$ cat config.mk
export PLATFORM = sky130hd
export DESIGN_NAME = md5_match_capture
export DESIGN_NICKNAME = d
export VERILOG_FILES = /design/src/rtl/md5_match_capture.sv
export SDC_FILE = /design/constraint.sdc
export NUM_CORES = 1
export LEC_CHECK = 0
export ABC_AREA = 1
export BUFFER_PORTS_ARGS = -buffer_cell sky130_fd_sc_hd__buf_2
export CAP_MARGIN = 20
export CORE_AREA = 2 2 369 371
export CTS_CLUSTER_SIZE = 20
export DETAILED_ROUTE_END_ITERATION = 16
export DIE_AREA = 0 0 371 373
export HOLD_SLACK_MARGIN = 0.08
export PLACE_DENSITY_LB_ADDON = 0.08
export SYNTH_ARGS = -nofsm -noshare
export SYNTH_HDL_FRONTEND = slang
export SYNTH_SLANG_ARGS = --single-unit
$ cat constraint.sdc
create_clock -name clk -period 2.3 [get_ports clk]
set_clock_uncertainty 0.2 [all_clocks]
set_input_delay 0.115 -clock clk [delete_from_list [all_inputs] [get_ports clk]]
set_output_delay 0.115 -clock clk [all_outputs]
set_load 0.005 [all_outputs]
$ cat src/rtl/md5_match_capture.sv
// Two-stage digest comparator behind the MD5 core: counts valid digests and
// holds the first matching candidate string until the host acknowledges it.
module md5_match_capture #(
  parameter int STR_LEN = 19,
  parameter int CNT_W   = 32
) (
  input  logic                   clk,
  input  logic                   reset,
  input  logic                   en,
  input  logic                   target_load,
  input  logic [127:0]           target_hash,
  input  logic [31:0]            a_in,
  input  logic [31:0]            b_in,
  input  logic [31:0]            c_in,
  input  logic [31:0]            d_in,
  input  logic [511:0]           m_in,
  input  logic                   valid_in,
  input  logic                   match_ack,
  output logic                   match_valid,
  output logic [STR_LEN*8-1:0]   match_str,
  output logic [CNT_W-1:0]       hash_count,
  output logic                   missed_match
);

  localparam int SW = STR_LEN * 8;

  typedef enum logic {ARMED, HOLD} state_e;

  logic [127:0]   target_q;
  logic           eqS1_q;
  logic [SW-1:0]  strS1_q;
  logic           validS1_q;
  logic [CNT_W-1:0] hashCount_q, hashCount_d;
  state_e         state_q;
  logic           matchValid_q;
  logic [SW-1:0]  matchStr_q;
  logic           missed_q;
  logic           hit;

  // Stage 1; a target load flushes the compare made against the old target
  always_ff @(posedge clk) begin
    if (reset) begin
      target_q  <= '0;
      eqS1_q    <= 1'b0;
      strS1_q   <= '0;
      validS1_q <= 1'b0;
    end else if (target_load) begin
      target_q  <= target_hash;
      validS1_q <= 1'b0;
    end else if (en) begin
      eqS1_q    <= ({a_in, b_in, c_in, d_in} == target_q);
      strS1_q   <= m_in[511 -: SW];
      validS1_q <= valid_in;
    end
  end

  assign hit = en & validS1_q & eqS1_q;

  always_comb begin
    hashCount_d = hashCount_q;
    if (target_load)
      hashCount_d = '0;
    else if (en && validS1_q && (hashCount_q != {CNT_W{1'b1}}))
      hashCount_d = hashCount_q + CNT_W'(1);
  end

  always_ff @(posedge clk) begin
    if (reset) hashCount_q <= '0;
    else       hashCount_q <= hashCount_d;
  end

  // Capture FSM; an ack coinciding with a hit hands the slot straight to the new string
  always_ff @(posedge clk) begin
    if (reset) begin
      state_q      <= ARMED;
      matchValid_q <= 1'b0;
      matchStr_q   <= '0;
      missed_q     <= 1'b0;
    end else if (target_load) begin
      state_q      <= ARMED;
      matchValid_q <= 1'b0;
      missed_q     <= 1'b0;
    end else begin
      case (state_q)
        ARMED: begin
          if (hit) begin
            matchStr_q   <= strS1_q;
            matchValid_q <= 1'b1;
            state_q      <= HOLD;
          end
        end
        HOLD: begin
          if (match_ack) begin
            if (hit) begin
              matchStr_q <= strS1_q;
            end else begin
              matchValid_q <= 1'b0;
              state_q      <= ARMED;
            end
          end else if (hit) begin
            missed_q <= 1'b1;
          end
        end
        default: state_q <= ARMED;
      endcase
    end
  end

  assign match_valid  = matchValid_q;
  assign match_str    = matchStr_q;
  assign hash_count   = hashCount_q;
  assign missed_match = missed_q;

endmodule
==> results of run 1 <==
-- state kept, by name, summed over array words and instances, names as in the netlist --
signal / flops
state_q: 1
hash_count: 32
match_str: 152
validS1_q: 1
strS1_q: 152
match_valid: 1
missed_match: 1
eqS1_q: 1
target_q: 128
-- worst max-delay path by stage --
stage	start	end	slack, ns	cells after the start
floorplan	hash_count[0]$_SDFFE_PP0P_	hash_count[13]$_SDFFE_PP0P_	0.37	12
global placement	hash_count[1]$_SDFFE_PP0P_	hash_count[16]$_SDFFE_PP0P_	0.14	12
detailed placement	hash_count[1]$_SDFFE_PP0P_	hash_count[16]$_SDFFE_PP0P_	0.12	12
CTS	reset	target_q[80]$_SDFFE_PP0P_	0.01	8
global route	target_q[68]$_SDFFE_PP0P_	eqS1_q$_SDFFE_PP0P_	0.002	11
finish	target_hash[73]	target_q[73]$_SDFFE_PP0P_	0.02	7
-- critical path, delay by kind of cell --
family | cells | cell delay [ns]
buffers and inverters | 5 | 2.31
AOI/OAI and AO/OA | 2 | 0.18
-- Yosys cell counts --
master	instances	share of area, %
a21oi_1	112	3.0
a311oi_1	1	0.046
buf_2	25	0.66
buf_4	1	0.040
buf_6	4	0.24
clkbuf_1	116	2.3
clkinv_1	1	0.020
dfxtp_1	469	50
ha_1	1	0.066
inv_1	199	4.0
inv_2	8	0.16
nand2_1	344	6.8
nand2_2	3	0.10
nand3_1	16	0.42
nand3_2	1	0.053
nand3b_1	1	0.040
nand3b_2	1	0.060
nand4_1	11	0.36
nor2_1	822	16
nor2_2	3	0.10
nor2_4	1	0.060
nor3_1	14	0.37
nor3_2	1	0.053
nor3_4	2	0.17
nor3b_1	4	0.16
nor4_1	1	0.033
o21a_1	2	0.080
o21ai_0	436	12
o21ai_1	35	0.93
o22ai_1	3	0.10
xnor2_1	20	0.93
xor2_1	20	0.93
-- metal layers --
layer	share of wire, %	wire, um
met1	46	44390
met2	43	40970
met3	9.0	8708
met4	2.2	2164
met5	0.16	155
-- area by class of cell --
class | count | share of cell area, %
repair buffers | 1298 | 30.98
flip-flops and latches | 469 | 28.52
multi-input cells | 1855 | 24.66
well taps | 1781 | 6.770
clock buffers | 91 | 5.645
inverters | 208 | 2.467
clock inverters | 18 | 0.7412
diodes | 25 | 0.1901
repair inverters | 1 | 0.02661
-- power by group through the flow --
stage | sequential (uW) | clock (uW) | combinational (uW)
2_1_floorplan | 8760 | 0 | 886
3_3_place_gp | 8810 | 0 | 1740
3_5_place_dp | 8810 | 0 | 1740
4_1_cts | 8630 | 10900 | 2660
5_1_grt | 8670 | 11200 | 2950
6_report | 8640 | 10300 | 2630
-- through the flow --
stage	utilization, %	area, sq um	instances	hold slack, ns
6_report	24.45	32920	5746	0.1122
5_1_grt	24.42	32880	5732	0.1320
4_1_cts	24.34	32770	5724	0.08040
3_5_place_dp	18.17	24470	4996	0.1479
3_3_place_gp	18.17	24470	4996	0.1474
2_1_floorplan	-	18860	2678	-0.01262
-- cell families after synthesis --
group           count (synthesis)
compound gates                589
flops                         469
buf+inv                       354
fa+ha+maj                       1
xor+xnor                       40
simple gates                 1225
-- repair_timing --
item / in CTS / in global routing
gates resized for setup: 0 / 25
endpoints found under the setup margin: 0 / 24
buffers inserted: 0 / 0
hold buffers: 619 / 0
hold endpoints to repair: 381 / 0
==> flow_summary_export.csv, run 1 <==
group,metric,value,unit
status,status,"finished clean",
die,die_w,371,um
setup_path,worst-r2r-cell-count,11,
setup_path,slowest_stage,"dlygate4sd3_1",
setup_path,cp_data_required_time,2.64,ns
global_route,grt_usage,13.47,%
synth,synth_nets,3453,
global_route,grt_pass1_vias,21700,
timing,worst_slew_pin_slew,0.9022,ns
setup_path,path_cells,"dlygate4sd3_1 > buf_2 > dlygate4sd3_1 > o21ai_0 > dlygate4sd3_1 > a21oi_1 > dlygate4sd3_1",
detailed_routing,drt_iter0_markers,883,
timing,min_period,2.281,ns
timing,fin_crit_sh,99.17,%
power_and_ir_drop,powerDensity,656.0,nW/um^2
synth,synthSimpleGateAreaFrac,25.20,%
min_path,whs_path_depth,13,
cts,worstSkewPairLatency,0.65,ns
synth,syn_area,18860,sq um
timing,fin_ws,0.01912,ns
detailed_routing,viasPerCell,3.700,
setup_path,r2r_setup_slack,0.16,ns
power_and_ir_drop,peakVddDrop,435.2,uV
placed_design,gp_congestion,0.7535,
setup_path,critPathArrivalTime,2.62,ns
synth,synthMuxAreaShare,0,%
cts,clockRootBuffer,"clkbuf_16",
synth,avgSynthCellArea,7.042,sq um
timing,hold_violations,0,
power_and_ir_drop,swShare,26.28,%
synth,synth_cells,2678,
min_path,hold_path_end,"eqS1_q$_SDFFE_PP0P_",
setup_path,path_class,"in2reg",
setup_path,cp-start-kind,"input port",
synth,yosysWarningCount,0,
die,die_y,373,um
setup_path,crit_top_cell,"dlygate4sd3_1",
cts,cts.sinks,469,
setup_path,critPathMaxFanout,1,
global_route,grt_overflow_total,0,
global_route,gr-usage-met1,17.23,%
setup_path,r2r-start,"target_q[68]$_SDFFE_PP0P_",
detailed_routing,routedWlPerCell,16.77,um
placed_design,port-buffer-count,599,
power_and_ir_drop,p_comb_share,12.2,%
setup_path,max_stage_delay,0.56,ns
global_route,grt_max_degree,113,
setup_path,crit_path_end_kind,"flop",
finish,layout_common_cells,"nor2_1 (819), dlygate4sd3_1 (611), buf_2 (598), dfxtp_1 (469), o21ai_0 (430)",
synth,ys_seq_area_share,49.79,%
global_route,use_met3,5.487,%
finish,num-nets-final,4676,
power_and_ir_drop,p_seq_share,40.0,%
cts,htree_num_levels,3,
global_route,use_met2,20.53,%
cts,numCtsBuffers,68,
cts,cts.clk_slew.worst_paths,0.06,ns
synth,synth_compound_area_share,15.70,%
timing,rsz0062_at_grt,"no",
detailed_routing,first_pass_iters,4,
die,core,134600,sq um
finish,regArea,9389,sq um
detailed_routing,route.final.wire_length,96.39,mm
finish,nFillCells,15140,
finish,layout-drive-gt1-share,20.46,%
min_path,worstHoldStart,"c_in[15]",
timing,fin_setup_tns,0,ns
die,io_pins,960,
detailed_routing,drc,0,
timing,fmax,438.4,MHz
finish,layout_commonest_cell,"nor2_1",
cts,clockBufferDepth,3,
synth,synth-xor-area-share,1.858,%
timing,relSlewSlack,39.85,%
die,die-area,138400,sq um
power_and_ir_drop,power.internal,15920,uW
finish,syn_to_final_growth,74.54,%
setup_path,timing.rr.end,"eqS1_q$_SDFFE_PP0P_",
global_route,gr-max-usage-layer,"met2",
die,start_util,14.01,%
timing,final-setup-viol-count,0,
synth,synth-adder-area-share,0.06635,%
global_route,grt_pass1_wl,140.3,mm
synth,ys_types,32,
placed_design,hpwl,68.92,mm
cts,cts_tree,"yes",
power_and_ir_drop,clockPowerShare,47.8,%
global_route,antenna_found_initial,42,
run,maxCapViolations,0,
min_path,min_path_type,"in2reg",
die,num_rows,135,
timing,final_max_slew_viol_count,0,
synth,ys_seq_elements,469,
detailed_routing,postRouteAntennaNets,0,
power_and_ir_drop,p_leak,0.01519,uW
power_and_ir_drop,fin_total_pwr,21590,uW
finish,multi_input_area,8117,sq um
synth,synth_top_family_by_area,"simple AND/OR/NAND/NOR gates",
power_and_ir_drop,power.switching,5674,uW
placed_design,post-place-ws,0.1228,ns
detailed_routing,num_vias,21260,
(Power assumes the default switching activity.)
==> run 2: changes to the inputs <==
Settings changed: CORE_AREA 2 2 369 371 to 2 2 368 370, DIE_AREA 0 0 371 373 to 0 0 370 372, SKIP_CTS_REPAIR_TIMING set to 1.
Clock period 2.3 ns to 2.7 ns, I/O delays scaled along.
==> run 2 against run 1 <==
  * Sequential power is 15% lower
  * Cell count fell by 4.3%
  * Worst hold slack worse by 0.079 ns
  * Clock-buffer cell count grew 9
  * Via count is 5.1% lower
  * Worst setup slack improved by 0.21 ns
  * Sequential cell count did not move
  * Cell area down 7.9%
  * Total power decreased by 16%
  * Highest routed layer unchanged
==> flow_summary_export.csv, run 2 (synthesis results as in run 1) <==
group,metric,value,unit
status,status,"finished clean",
cts,numCtsBuffers,68,
detailed_routing,postRouteAntennaNets,0,
timing,hold_violations,0,
finish,syn_to_final_growth,60.68,%
setup_path,cp-start-kind,"input port",
die,start_util,14.04,%
finish,final_cells,5497,
finish,num-nets-final,4424,
finish,final_cell_area,30300,sq um
detailed_routing,num_vias,20180,
detailed_routing,drc,0,
global_route,grt_usage,13.17,%
die,io_pins,960,
timing,final_max_slew_viol_count,0,
cts,clockBufferDepth,3,
timing,rsz0062_at_grt,"no",
global_route,grt_pass1_vias,18750,
timing,fin_crit_sh,91.33,%
min_path,whs_path_depth,4,
cts,cts.clk_slew.worst_paths,0.05,ns
finish,layout-drive-gt1-share,21.01,%
setup_path,crit_path_end_kind,"flop",
setup_path,path_class,"in2reg",
die,die_w,370,um
min_path,min_path_type,"in2reg",
cts,cts_tree,"yes",
placed_design,post_dp_cell_area,24180,sq um
detailed_routing,routedWlPerCell,17.25,um
detailed_routing,route.final.wire_length,94.81,mm
timing,worst_slew_pin_slew,0.9985,ns
timing,final-setup-viol-count,0,
cts,cts.sinks,469,
detailed_routing,viasPerCell,3.672,
global_route,antenna_found_initial,40,
timing,fmax,405.5,MHz
timing,relSlewSlack,32.73,%
power_and_ir_drop,peakVddDrop,405.0,uV
setup_path,worst-r2r-cell-count,11,
run,maxCapViolations,0,
power_and_ir_drop,powerDensity,601.5,nW/um^2
placed_design,gp_congestion,0.7526,
finish,layout_commonest_cell,"nor2_1",
global_route,grt_pass1_wl,132.5,mm
cts,htree_num_levels,3,
finish,layout_common_cells,"nor2_1 (822), buf_2 (599), dfxtp_1 (469), o21ai_0 (436), dlygate4sd3_1 (391)",
global_route,grt_max_degree,96,
power_and_ir_drop,p_leak,0.01402,uW
setup_path,critPathArrivalTime,2.86,ns
placed_design,hpwl,69.44,mm
detailed_routing,first_pass_iters,7,
placed_design,port-buffer-count,599,
placed_design,dpl.cell_count,4969,
die,num_rows,135,
setup_path,timing.rr.end,"hash_count[5]$_SDFFE_PP0P_",
die,die_y,372,um
timing,min_period,2.466,ns
cts,worstSkewPairLatency,0.66,ns
cts,clockRootBuffer,"clkbuf_16",
timing,fin_setup_tns,0,ns
min_path,hold_path_end,"target_q[111]$_SDFFE_PP0P_",
global_route,grt_overflow_total,0,
setup_path,r2r_setup_slack,0.33,ns
die,die-area,137600,sq um
min_path,worstHoldStart,"target_load",
setup_path,cp_data_required_time,3.09,ns
detailed_routing,drt_iter0_markers,823,
timing,whs,0.03285,ns
die,core,134300,sq um
setup_path,r2r-start,"hash_count[0]$_SDFFE_PP0P_",
setup_path,critPathMaxFanout,47,
[run 2: worst max-delay path: stages]
cell           delay [ns]
dlygate4sd3_1        0.58
buf_2                0.19
inv_8                0.25
buf_4                0.32
o21ai_0              0.12
dlygate4sd3_1        0.58
a21oi_1              0.11
dlygate4sd3_1        0.55
[run 2: per-stage QoR]
stage,utilization (%),worst slack [ns],power [uW]
3_3_place_gp,18.01,0.2887,8975
6_report,22.57,0.2340,18230
5_1_grt,22.54,0.07282,19200
2_1_floorplan,-,0.7677,8218
3_5_place_dp,18.01,0.2915,8973
4_1_cts,19.61,0.2762,18220
[run 2: how the worst max path moves through the flow]
stage | slack, ns | from | end | cells past startpoint
floorplan | 0.77 | hash_count[0]$_SDFFE_PP0P_ | hash_count[13]$_SDFFE_PP0P_ | 12
global placement | 0.29 | hash_count[0]$_SDFFE_PP0P_ | hash_count[5]$_SDFFE_PP0P_ | 11
detailed placement | 0.29 | hash_count[0]$_SDFFE_PP0P_ | hash_count[5]$_SDFFE_PP0P_ | 11
CTS | 0.28 | hash_count[0]$_SDFFE_PP0P_ | hash_count[5]$_SDFFE_PP0P_ | 11
global route | 0.07 | hash_count[0]$_SDFFE_PP0P_ | hash_count[5]$_SDFFE_PP0P_ | 11
finish | 0.23 | reset | target_q[122]$_SDFFE_PP0P_ | 8
[run 2: report_power, final]
| part | total, uW | leakage [uW] | internal (uW) | switching, uW |
|---|---|---|---|---|
| combinational | 1940 | 0.00912 | 966 | 970 |
| clock | 8940 | 0.00106 | 5290 | 3650 |
| sequential | 7350 | 0.00384 | 7210 | 142 |
| total | 18200 | 0.0140 | 13500 | 4760 |
[run 2: area by class of cell]
type | instances | area [sq um]
Antenna cell | 23 | 57.56
Clock buffer | 100 | 1993
Clock inverter | 14 | 157.7
Fill cell | 15180 | 104000
Inverter | 208 | 803.3
Multi-Input combinational cell | 1855 | 8083
Sequential cell | 469 | 9389
Tap cell | 1781 | 2228
Timing Repair Buffer | 1047 | 7590
[run 2: routing by layer]
metal	wire length [um]	vias to the layer above	GRT usage (%)
met3	9071	132	7.179
met4	1803	30	3.416
met2	40150	532	19.62
met5	192	-	0
li1	-	10450	-
met1	43590	9039	16.35
==> run 3: changes to the inputs <==
Settings changed: GPL_TIMING_DRIVEN set to 0.
==> run 3 against run 2 <==
  * Worst setup slack improved by 0.017 ns
  * Cell area fell by 2.3%
  * Sequential share of layout area rose by 0.71 points
  * Critical path depth rose by 1
  * Clock-buffer cell count rose by 2
  * Cell count rose by 0.18%
  * Via count fell by 0.29%
  * Global-route usage rose by 0.85 points
  * Non-clock buffer count rose by 8
  * Critical path type is now reg2reg
==> flow_summary_export.csv, run 3 (synthesis results as in run 1) <==
group,metric,value,unit
detailed_routing,route.final.wire_length,100.8,mm
power_and_ir_drop,p_seq_share,39.6,%
timing,whs,0.01209,ns
setup_path,max_stage_delay,0.44,ns
global_route,grt_pass1_vias,19380,
power_and_ir_drop,p_leak,0.01362,uW
timing,rsz0062_at_grt,"no",
global_route,grt_usage,14.02,%
detailed_routing,routedWlPerCell,18.31,um
power_and_ir_drop,p_comb_share,10.0,%
detailed_routing,first_pass_iters,7,
die,start_util,14.04,%
setup_path,r2r_setup_slack,0.25,ns
finish,layout_commonest_cell,"nor2_1",
cts,clockBufferDepth,3,
placed_design,post-place-ws,-0.09449,ns
power_and_ir_drop,power.internal,13670,uW
finish,fin_util,22.06,%
placed_design,port-buffer-count,599,
setup_path,path_delay_family,"buffers and inverters",
min_path,min_path_type,"in2reg",
timing,final-setup-viol-count,0,
timing,final_max_slew_viol_count,0,
setup_path,timing.rr.end,"match_str[140]$_SDFFE_PP0P_",
timing,hold_violations,0,
cts,worstSkewPairLatency,0.65,ns
global_route,grt_max_degree,12,
detailed_routing,drt_iter0_markers,895,
finish,layout_common_cells,"nor2_1 (822), buf_2 (624), dfxtp_1 (469), o21ai_0 (436), nand2_1 (344)",
power_and_ir_drop,peakVddDrop,352.1,uV
setup_path,r2r-start,"state_q$_SDFF_PP0_",
setup_path,crit_path_end_kind,"flop",
placed_design,gp_congestion,0.7653,
finish,regArea,9389,sq um
timing,worst_slew_pin_slew,0.9617,ns
die,die_y,372,um
finish,layout-drive-gt1-share,20.59,%
detailed_routing,num_vias,20130,
cts,cts_tree,"yes",
timing,relSlewSlack,35.89,%
finish,num-nets-final,4434,
setup_path,path_buf_inv,5,
setup_path,critPathMaxFanout,10,
finish,multi_input_area,8075,sq um
global_route,grt_pass1_wl,138.4,mm
setup_path,path_cells,"inv_1 > nor2_1 > nor3_4 > buf_16 > inv_2 > buf_2 > buf_2 > nor2_1 > nor2_1",
placed_design,hpwl,78.33,mm
setup_path,slowest_stage,"buf_2",
timing,fin_crit_sh,90.72,%
setup_path,cp-start-kind,"flop",
power_and_ir_drop,powerDensity,629.2,nW/um^2
setup_path,path_class,"reg2reg",
setup_path,worst-r2r-cell-count,9,
setup_path,crit_top_cell,"nor2_1",
die,num_rows,135,
detailed_routing,drc,0,
timing,fmax,408.3,MHz
power_and_ir_drop,swShare,26.66,%
detailed_routing,postRouteAntennaNets,0,
die,die-area,137600,sq um
status,status,"finished clean",
finish,nFillCells,15260,
setup_path,cp_data_required_time,3.08,ns
detailed_routing,viasPerCell,3.654,
cts,cts.sinks,469,
setup_path,cp-endpoint,"match_str[140]$_SDFFE_PP0P_",
power_and_ir_drop,fin_total_pwr,18640,uW
run,maxCapViolations,0,
global_route,antenna_found_initial,33,
setup_path,cp.depth,9,
cts,numCtsBuffers,70,
die,core,134300,sq um
cts,cts.clk_slew.worst_paths,0.05,ns
timing,min_period,2.449,ns
finish,syn_to_final_growth,57.06,%
timing,fin_ws,0.2506,ns
power_and_ir_drop,clockPowerShare,50.5,%
cts,clockRootBuffer,"clkbuf_16",
global_route,grt_overflow_total,0,
setup_path,timing.critical_path.from,"state_q$_SDFF_PP0_",
die,die_w,370,um
die,io_pins,960,
cts,htree_num_levels,3,
power_and_ir_drop,power.switching,4968,uW
setup_path,critPathArrivalTime,2.83,ns
[run 3: changes by cell type in the layout (fill, tap and decap cells not counted), moves of 5 or more]
cell / before / now
buf_12: 20 / 1
buf_2: 599 / 624
buf_4: 37 / 1
clkbuf_1: 16 / 129
diode_2: 23 / 16
dlygate4sd3_1: 391 / 305
inv_6: 5 / 0
[run 3: cell type report]
class / count / share of cell area [%]
multi-input cells: 1855 / 27.26
clock buffers: 102 / 6.928
flip-flops and latches: 469 / 31.70
clock inverters: 21 / 0.9970
diodes: 16 / 0.1352
well taps: 1781 / 7.524
plain buffers: 146 / 2.074
repair buffers: 909 / 20.74
inverters: 208 / 2.636
[run 3: metrics by stage]
stage | setup TNS, ns | instance area, sq um | instances
finish | 0 | 29620 | 5507
global route | 0 | 29600 | 5501
CTS | 0 | 26530 | 5186
detailed placement | -0.2449 | 24180 | 5063
global placement | -163.48 | 24080 | 5058
floorplan | 0 | 18860 | 2678
[run 3: worst reg2reg max path: cells and delay by family (launching register included)]
| kind | cells | cell delay (ns) |
|---|---|---|
| flip-flops | 1 | 0.33 |
| AND/OR/NAND/NOR | 4 | 0.57 |
| buffers and inverters | 5 | 1.28 |
[run 3: worst min path at each step]
stage / from / slack, ns / depth (start not counted) / endpoint
floorplan: reset / 0.007 / 1 / eqS1_q$_SDFFE_PP0P_
global placement: target_hash[1] / 0.17 / 3 / target_q[1]$_SDFFE_PP0P_
detailed placement: target_hash[108] / 0.16 / 3 / target_q[108]$_SDFFE_PP0P_
CTS: target_hash[124] / -0.56 / 3 / target_q[124]$_SDFFE_PP0P_
global route: reset / 0.07 / 5 / target_q[33]$_SDFFE_PP0P_
finish: reset / 0.01 / 5 / target_q[31]$_SDFFE_PP0P_
[run 3: metal layers]
metal / routed length, um / global-route usage (%) / vias up / share of wire, %
met5: 173 / 0 / - / 0.17
met4: 1787 / 3.729 / 28 / 1.8
met3: 8955 / 6.817 / 133 / 8.9
met2: 42920 / 21.29 / 574 / 43
met1: 46980 / 17.55 / 8926 / 47
li1: - / - / 10460 / -
[run 3: power groups by stage]
| stage | registers (uW) | logic, uW | clock network [uW] |
|---|---|---|---|
| 3_5_place_dp | 7520 | 1510 | 0 |
| 4_1_cts | 7370 | 1520 | 9860 |
| 5_1_grt | 7400 | 2100 | 10100 |
| 3_3_place_gp | 7520 | 1500 | 0 |
| 6_report | 7370 | 1860 | 9410 |
| 2_1_floorplan | 7460 | 755 | 0 |
